**src/rtl/id_ex_register_pkg.sv**
```systemverilog
// Shared CPU definitions: register-number width, control-bit bundle,
// ALU opcode encodings and the saturating stall-counter helper.
package id_ex_register_pkg;

  localparam int REG_ADDR_W = 5;
  localparam int CTRL_W     = 6;
  localparam int ALUOP_W    = 4;
  localparam int CNT_W      = 16;

  localparam logic [CNT_W-1:0] CNT_MAX = 16'hFFFF;

  typedef logic [REG_ADDR_W-1:0] reg_addr_t;

  typedef enum logic [ALUOP_W-1:0] {
    ALU_ADD = 4'h0,
    ALU_SUB = 4'h1,
    ALU_AND = 4'h2,
    ALU_OR  = 4'h3,
    ALU_SLT = 4'h4,
    ALU_NOR = 4'h5,
    ALU_XOR = 4'h6,
    ALU_SLL = 4'h7
  } alu_op_e;

  typedef struct packed {
    logic reg_write;
    logic mem_read;
    logic mem_write;
    logic mem_to_reg;
    logic alu_src;
    logic reg_dst;
  } ctrl_t;

  localparam ctrl_t CTRL_NOP = '{1'b0, 1'b0, 1'b0, 1'b0, 1'b0, 1'b0};

  // Counter increments only when enabled and never wraps past CNT_MAX.
  function automatic logic [CNT_W-1:0] sat_inc(input logic [CNT_W-1:0] value,
                                               input logic              en);
    logic [CNT_W-1:0] result;
    if (en && (value != CNT_MAX)) begin
      result = value + 16'd1;
    end else begin
      result = value;
    end
    return result;
  endfunction

endpackage

```
**src/rtl/id_ex_register_load_use_detector.sv**
```systemverilog
// Purely combinational load-use hazard check between the load in EX and
// the instruction currently decoded in ID.
module load_use_detector
  import id_ex_register_pkg::*;
(
  input  logic      ex_mem_read_i,
  input  reg_addr_t ex_rt_i,
  input  reg_addr_t id_rs_i,
  input  reg_addr_t id_rt_i,
  output logic      hazard_o
);

  logic rs_match_s;
  logic rt_match_s;

  assign rs_match_s = (ex_rt_i == id_rs_i);
  assign rt_match_s = (ex_rt_i == id_rt_i);

  // A load into $zero never produces a value anyone can depend on.
  assign hazard_o = ex_mem_read_i && (ex_rt_i != 5'd0) && (rs_match_s || rt_match_s);

endmodule

```
**src/rtl/id_ex_register.sv**
```systemverilog
// ID/EX pipeline register with load-use stall generation, bubble insertion
// on stall or flush, and a saturating count of stall cycles.
module id_ex_register
  import id_ex_register_pkg::*;
#(
  parameter int DATA_W  = 32,
  parameter int ALUOP_W = 4
) (
  input  logic               clock,
  input  logic               reset,
  input  logic               flush,
  input  logic [4:0]         id_rs,
  input  logic [4:0]         id_rt,
  input  logic [4:0]         id_rd,
  input  logic [DATA_W-1:0]  id_data1,
  input  logic [DATA_W-1:0]  id_data2,
  input  logic [DATA_W-1:0]  id_imm,
  input  logic [DATA_W-1:0]  id_pc4,
  input  logic               id_regWrite,
  input  logic               id_memRead,
  input  logic               id_memWrite,
  input  logic               id_memToReg,
  input  logic               id_aluSrc,
  input  logic               id_regDst,
  input  logic [ALUOP_W-1:0] id_aluOp,
  output logic [4:0]         ex_rs,
  output logic [4:0]         ex_rt,
  output logic [4:0]         ex_rd,
  output logic [DATA_W-1:0]  ex_data1,
  output logic [DATA_W-1:0]  ex_data2,
  output logic [DATA_W-1:0]  ex_imm,
  output logic [DATA_W-1:0]  ex_pc4,
  output logic               ex_regWrite,
  output logic               ex_memRead,
  output logic               ex_memWrite,
  output logic               ex_memToReg,
  output logic               ex_aluSrc,
  output logic               ex_regDst,
  output logic [ALUOP_W-1:0] ex_aluOp,
  output logic               stall,
  output logic [15:0]        stall_count
);

  reg_addr_t           rs_q, rs_d, rt_q, rt_d, rd_q, rd_d;
  logic [DATA_W-1:0]   data1_q, data1_d, data2_q, data2_d;
  logic [DATA_W-1:0]   imm_q, imm_d, pc4_q, pc4_d;
  ctrl_t               ctrl_q, ctrl_d, id_ctrl_s;
  logic [ALUOP_W-1:0]  aluop_q, aluop_d;
  logic [CNT_W-1:0]    stall_count_q, stall_count_d;
  logic                hazard_s;
  logic                stall_s;
  logic                bubble_s;

  load_use_detector u_load_use_detector (
    .ex_mem_read_i (ctrl_q.mem_read),
    .ex_rt_i       (rt_q),
    .id_rs_i       (id_rs),
    .id_rt_i       (id_rt),
    .hazard_o      (hazard_s)
  );

  // Flush wins: the branch squashes the ID instruction, so holding it is pointless.
  assign stall_s  = hazard_s && !flush;
  assign bubble_s = stall_s || flush;

  assign id_ctrl_s = '{id_regWrite, id_memRead, id_memWrite, id_memToReg, id_aluSrc, id_regDst};

  always_comb begin
    rs_d    = id_rs;
    rt_d    = id_rt;
    rd_d    = id_rd;
    data1_d = id_data1;
    data2_d = id_data2;
    imm_d   = id_imm;
    pc4_d   = id_pc4;
    ctrl_d  = id_ctrl_s;
    aluop_d = id_aluOp;
    if (bubble_s) begin
      rs_d    = 5'd0;
      rt_d    = 5'd0;
      rd_d    = 5'd0;
      data1_d = '0;
      data2_d = '0;
      imm_d   = '0;
      pc4_d   = '0;
      ctrl_d  = CTRL_NOP;
      aluop_d = '0;
    end else begin
      ctrl_d  = id_ctrl_s;
    end
    stall_count_d = sat_inc(stall_count_q, stall_s);
  end

  always_ff @(posedge clock or posedge reset) begin
    if (reset) begin
      rs_q          <= 5'd0;
      rt_q          <= 5'd0;
      rd_q          <= 5'd0;
      data1_q       <= '0;
      data2_q       <= '0;
      imm_q         <= '0;
      pc4_q         <= '0;
      ctrl_q        <= CTRL_NOP;
      aluop_q       <= '0;
      stall_count_q <= 16'd0;
    end else begin
      rs_q          <= rs_d;
      rt_q          <= rt_d;
      rd_q          <= rd_d;
      data1_q       <= data1_d;
      data2_q       <= data2_d;
      imm_q         <= imm_d;
      pc4_q         <= pc4_d;
      ctrl_q        <= ctrl_d;
      aluop_q       <= aluop_d;
      stall_count_q <= stall_count_d;
    end
  end

  assign ex_rs       = rs_q;
  assign ex_rt       = rt_q;
  assign ex_rd       = rd_q;
  assign ex_data1    = data1_q;
  assign ex_data2    = data2_q;
  assign ex_imm      = imm_q;
  assign ex_pc4      = pc4_q;
  assign ex_regWrite = ctrl_q.reg_write;
  assign ex_memRead  = ctrl_q.mem_read;
  assign ex_memWrite = ctrl_q.mem_write;
  assign ex_memToReg = ctrl_q.mem_to_reg;
  assign ex_aluSrc   = ctrl_q.alu_src;
  assign ex_regDst   = ctrl_q.reg_dst;
  assign ex_aluOp    = aluop_q;
  assign stall       = stall_s;
  assign stall_count = stall_count_q;

endmodule
```
**config.mk**
```make
export PLATFORM = sky130hd
export DESIGN_NAME = id_ex_register
export DESIGN_NICKNAME = d
export VERILOG_FILES = /design/src/rtl/id_ex_register_pkg.sv /design/src/rtl/id_ex_register_load_use_detector.sv /design/src/rtl/id_ex_register.sv
export SDC_FILE = /design/constraint.sdc
export NUM_CORES = 1
export LEC_CHECK = 0
export CORE_MARGIN = 2
export CORE_UTILIZATION = 35
export CTS_CLUSTER_SIZE = 30
export DETAILED_ROUTE_END_ITERATION = 6
export GPL_ROUTABILITY_DRIVEN = 0
export PLACE_DENSITY = 0.79
export SETUP_SLACK_MARGIN = 0.4
export SYNTH_ARGS = -nofsm -noshare
export SYNTH_HDL_FRONTEND = slang
export SYNTH_SLANG_ARGS = --single-unit
export TNS_END_PERCENT = 30
```
**constraint.sdc**
```tcl
create_clock -name clock -period 10.1 [get_ports clock]
set_input_delay 1.01 -clock clock [delete_from_list [all_inputs] [get_ports clock]]
set_output_delay 1.01 -clock clock [all_outputs]
set_load 0.05 [all_outputs]
```
==> results by group <==
Clock network
  • CTS Root Cell: sky130_fd_sc_hd__clkbuf_16
  • H-tree depth reported by CTS: 4
  • Post-CTS repair timing setup buffer count: 0
  • Clock tree sinks: between 150 and 200
  • Reg clk slew, reported paths: 0.06 ns
  • Count of instances resized after the clock tree is built: 0
  • Hold_buf cts: 0
  • Number of buffers between clock root and the deepest sink: 2
  • Worst-skew pair later-pin latency: roughly 0.42 ns
  • TritonCTS clock tree: built
  • Number of clock buffers inserted by TritonCTS: 17

Worst setup path
  • Critical path's most frequent cell: sky130_fd_sc_hd__clkdlybuf4s50_1
  • Critical path class: input pin to output pin
  • Kind of start point of the critical path: input pin
  • Max FO, Critical Path: 17
  • Data arrival time of the worst path: 3.69 ns
  • Type of element capturing the critical path: output pin
  • Slowest cell on crit path: sky130_fd_sc_hd__o32ai_2
  • CP max stage delay: ~0.91 ns
  • Worst Path Required: ~9.1 ns
  • Critical-path cell list: clkdlybuf4s50_1 -> xnor2_1 -> nand2_1 -> o32ai_2 -> and2_1 -> clkdlybuf4s50_1

Floorplan
  • Number of rows created at floorplan: 47
  • Die area: roughly 0.018 mm^2
  • Total core area: between 0.015 and 0.02 mm^2
  • DIE HEIGHT: 133 um
  • Boundary pin count: ~330
  • Initial standard-cell utilization of the core: a little over a third
  • Chip width: approximately 130 um

Drt
  • Vias per inst: ~4.4
  • Routed wire length per instance: about 16 um
  • Detailed Route Iter0 Violations: 206
  • Routed via count: between 4000 and 5000
  • DRT antenna net count: 0
  • Total iterations of the first detailed-routing run: 4
  • Routed wire length: around 16000 um
  • Remaining design rule violation count: 0

Global route
  • Grt peak-use layer: met2
  • Maximum number of pins on one net before global-route repair: between 80 and 90
  • Met3 global-route usage: 8.03%
  • Leftover overflow at the end of global routing: 0
  • Grt met2 use: a little under a third
  • Global-route wire length before repair: ~24000 um
  • All-layer global routing usage: 17.7%
  • Number of global-route vias before repair: 4651
  • Global Route met1 Usage: a little under a fifth
  • Antenna violations before repair: 0

Synth
  • Primary flip-flop cell chosen by synthesis mapping: sky130_fd_sc_hd__dfrtp_1
  • Post-synth cell types: 27
  • Warning count from the yosys run: 0
  • Seq/Total Area, Yosys: between 70% and 80%
  • Number of synthesized register bits: ~170
  • Number of instances in the synthesized netlist: approximately 420
  • Count of flip-flops with a built-in enable after synthesis: 0
  • Mapped Area: 0.00586 mm^2
  • Total nets after synthesis: 574
  • Mean instance size in the synthesized netlist: around 14 um^2
  • Top-count cell post-synth: sky130_fd_sc_hd__dfrtp_1
  • Ranking of synthesized cells by area: sky130_fd_sc_hd__dfrtp_1 72%, sky130_fd_sc_hd__and2_1 17%, sky130_fd_sc_hd__xnor2_1 3.3%, sky130_fd_sc_hd__buf_6 1.5%, sky130_fd_sc_hd__nand3_1 1.1%
  • Ranking of synthesized cells by instance count: 169 x sky130_fd_sc_hd__dfrtp_1, 155 x sky130_fd_sc_hd__and2_1, 22 x sky130_fd_sc_hd__xnor2_1
  • Dominant cell type by area after synthesis: sky130_fd_sc_hd__dfrtp_1
  • Share of synthesized flip-flops with an asynchronous set or reset: 100%
  • Proportion of netlist area held by the largest area contributor: between 70% and 80%

Layout
  • Post-synthesis to final-layout area growth: 69.0%
  • Net count reported at finish: 904
  • Diodes inserted: 0
  • Share of cells above drive strength 1: 5.40%

Flow run
  • Number of maximum-capacitance constraint violations: 0

Power and ir drop
  • Total power of the final layout: ~1700 uW
  • Internal Power: 1250 uW
  • VDD IR-drop max: 99.1 uV
  • Clock group share of total power: 38.4%
  • Switching power summed over all nets: 458 uW
  • Share of total power in sequential cells: 42.6%
  • Cell area power density: around 170 mW/mm^2
  • Leakage power: around 0.0043 uW
  • Fraction of power spent switching nets: around 27%
  • Comb power frac: a little under a fifth

Timing
  • Fin Setup TNS: 0 ns
  • Number of failing setup endpoints in the final timing report: 0
  • Number of pins with negative max-slew slack in the final report: 0
  • Final critical-path share of the clock period: 46.6%
  • Slew at the pin closest to its max-slew limit: 1.07 ns
  • Highest Clock Rate: ~210 MHz
  • Post-route minimum period: roughly 4.7 ns
  • Unrepaired setup endpoints after global routing: no
  • Fin Clk Skew: about 0.0077 ns
  • Relative slew slack: between 20 and 30%
  • Final number of hold-violating endpoints: 0

Hold path
  • Path class of the lowest-slack min-delay path: flip-flop to flip-flop

Place
  • Post-detail-place hpwl: around 12000 um
  • Number of port buffers: about 330

Run status
  • Result of the run: finished, final reports clean
area by class of cell:
| class | count | area (um^2) |
|---|---|---|
| inverter | 4 | 20.0 |
| clock buffer | 20 | 457 |
| sequential | 169 | 4230 |
| timing repair buffer | 328 | 3290 |
| tap | 220 | 275 |
| multi-input combinational | 227 | 1500 |
| fill | 1295 | 6560 |
| clock inverter | 11 | 146 |
path summary, 6_finish.rpt:
check,startpoint,to,slack [ns],cells after the start
setup / recovery,id_rt[3],stall,5.40,6
max in group asynchronous,reset,ex_regDst,7.45,3
hold / removal,stall_count[15],stall_count[15],0.52,1
min in group asynchronous,reset,ex_data1[7],1.08,2
hold reg to reg,stall_count[15],stall_count[15],0.52,1
setup reg to reg,ex_rt[1],ex_rs[2],7.25,7
flip-flops by register name, summed over array words and instances (netlist names), 4 cells and up:
signal       count
ex_aluOp         4
ex_data1        32
ex_data2        32
ex_imm          32
ex_pc4          32
ex_rd            5
ex_rs            5
ex_rt            5
stall_count     16
routing by layer:
layer	vias to the layer above	part of all wire, %
met5	-	0
met4	0	1.9
met3	21	10
met2	239	52
met1	2056	36
li1	1967	-
cells by family (layout without fill, tap and decap cells):
kind of cell,after synthesis,count (layout),synth area share [%]
AOI/OAI and AO/OA,6,6,0.982
muxes,2,2,0.384
xor gates and xnor gates,23,23,3.44
DFF,169,169,72.1
buffers and inverters,21,363,2.37
and+or+nand+nor,195,195,20.5
adders and majority gates,1,1,0.213
metrics by stage:
| stage | util (%) | cell area, um^2 | hold slack, ns | setup slack [ns] | std cells |
|---|---|---|---|---|---|
| floorplan | - | 5860 | 0.811 | 4.51 | 417 |
| global placement | 56.4 | 9290 | 0.502 | 5.54 | 947 |
| detailed placement | 56.4 | 9290 | 0.518 | 5.44 | 947 |
| CTS | 60.1 | 9890 | 0.529 | 5.42 | 978 |
| global route | 60.2 | 9910 | 0.556 | 5.30 | 979 |
| finish | 60.2 | 9910 | 0.524 | 5.40 | 979 |
worst max-delay path: cells and delay by family:
| kind | cells | cell delay, ns |
|---|---|---|
| AO/OA/AOI/OAI | 1 | 0.91 |
| XOR/XNOR | 1 | 0.13 |
| AND/OR/NAND/NOR | 2 | 0.33 |
| buffers and inverters | 2 | 1.31 |
cell usage in the layout, fill, tap and decap left out, types with 3 or more instances in the layout:
master,Yosys,routed
sky130_fd_sc_hd__clkdlybuf4s50_1,0,325
sky130_fd_sc_hd__dfrtp_1,169,169
sky130_fd_sc_hd__and2_1,155,155
sky130_fd_sc_hd__xnor2_1,22,22
sky130_fd_sc_hd__clkbuf_16,0,17
sky130_fd_sc_hd__nand3_1,13,13
sky130_fd_sc_hd__nand4_1,8,8
sky130_fd_sc_hd__and3_1,7,7
sky130_fd_sc_hd__nand2_1,3,3
sky130_fd_sc_hd__bufinv_16,0,3
sky130_fd_sc_hd__clkinv_2,0,3
power groups by stage:
stage	clock network (uW)	logic (uW)	registers, uW
final	654	323	726
after global routing	700	339	730
after CTS	672	327	727
after detailed placement	0	325	739
after global placement	0	322	737
after floorplan	0	50.8	865
No activity file was read; power rests on OpenSTA's default activity.
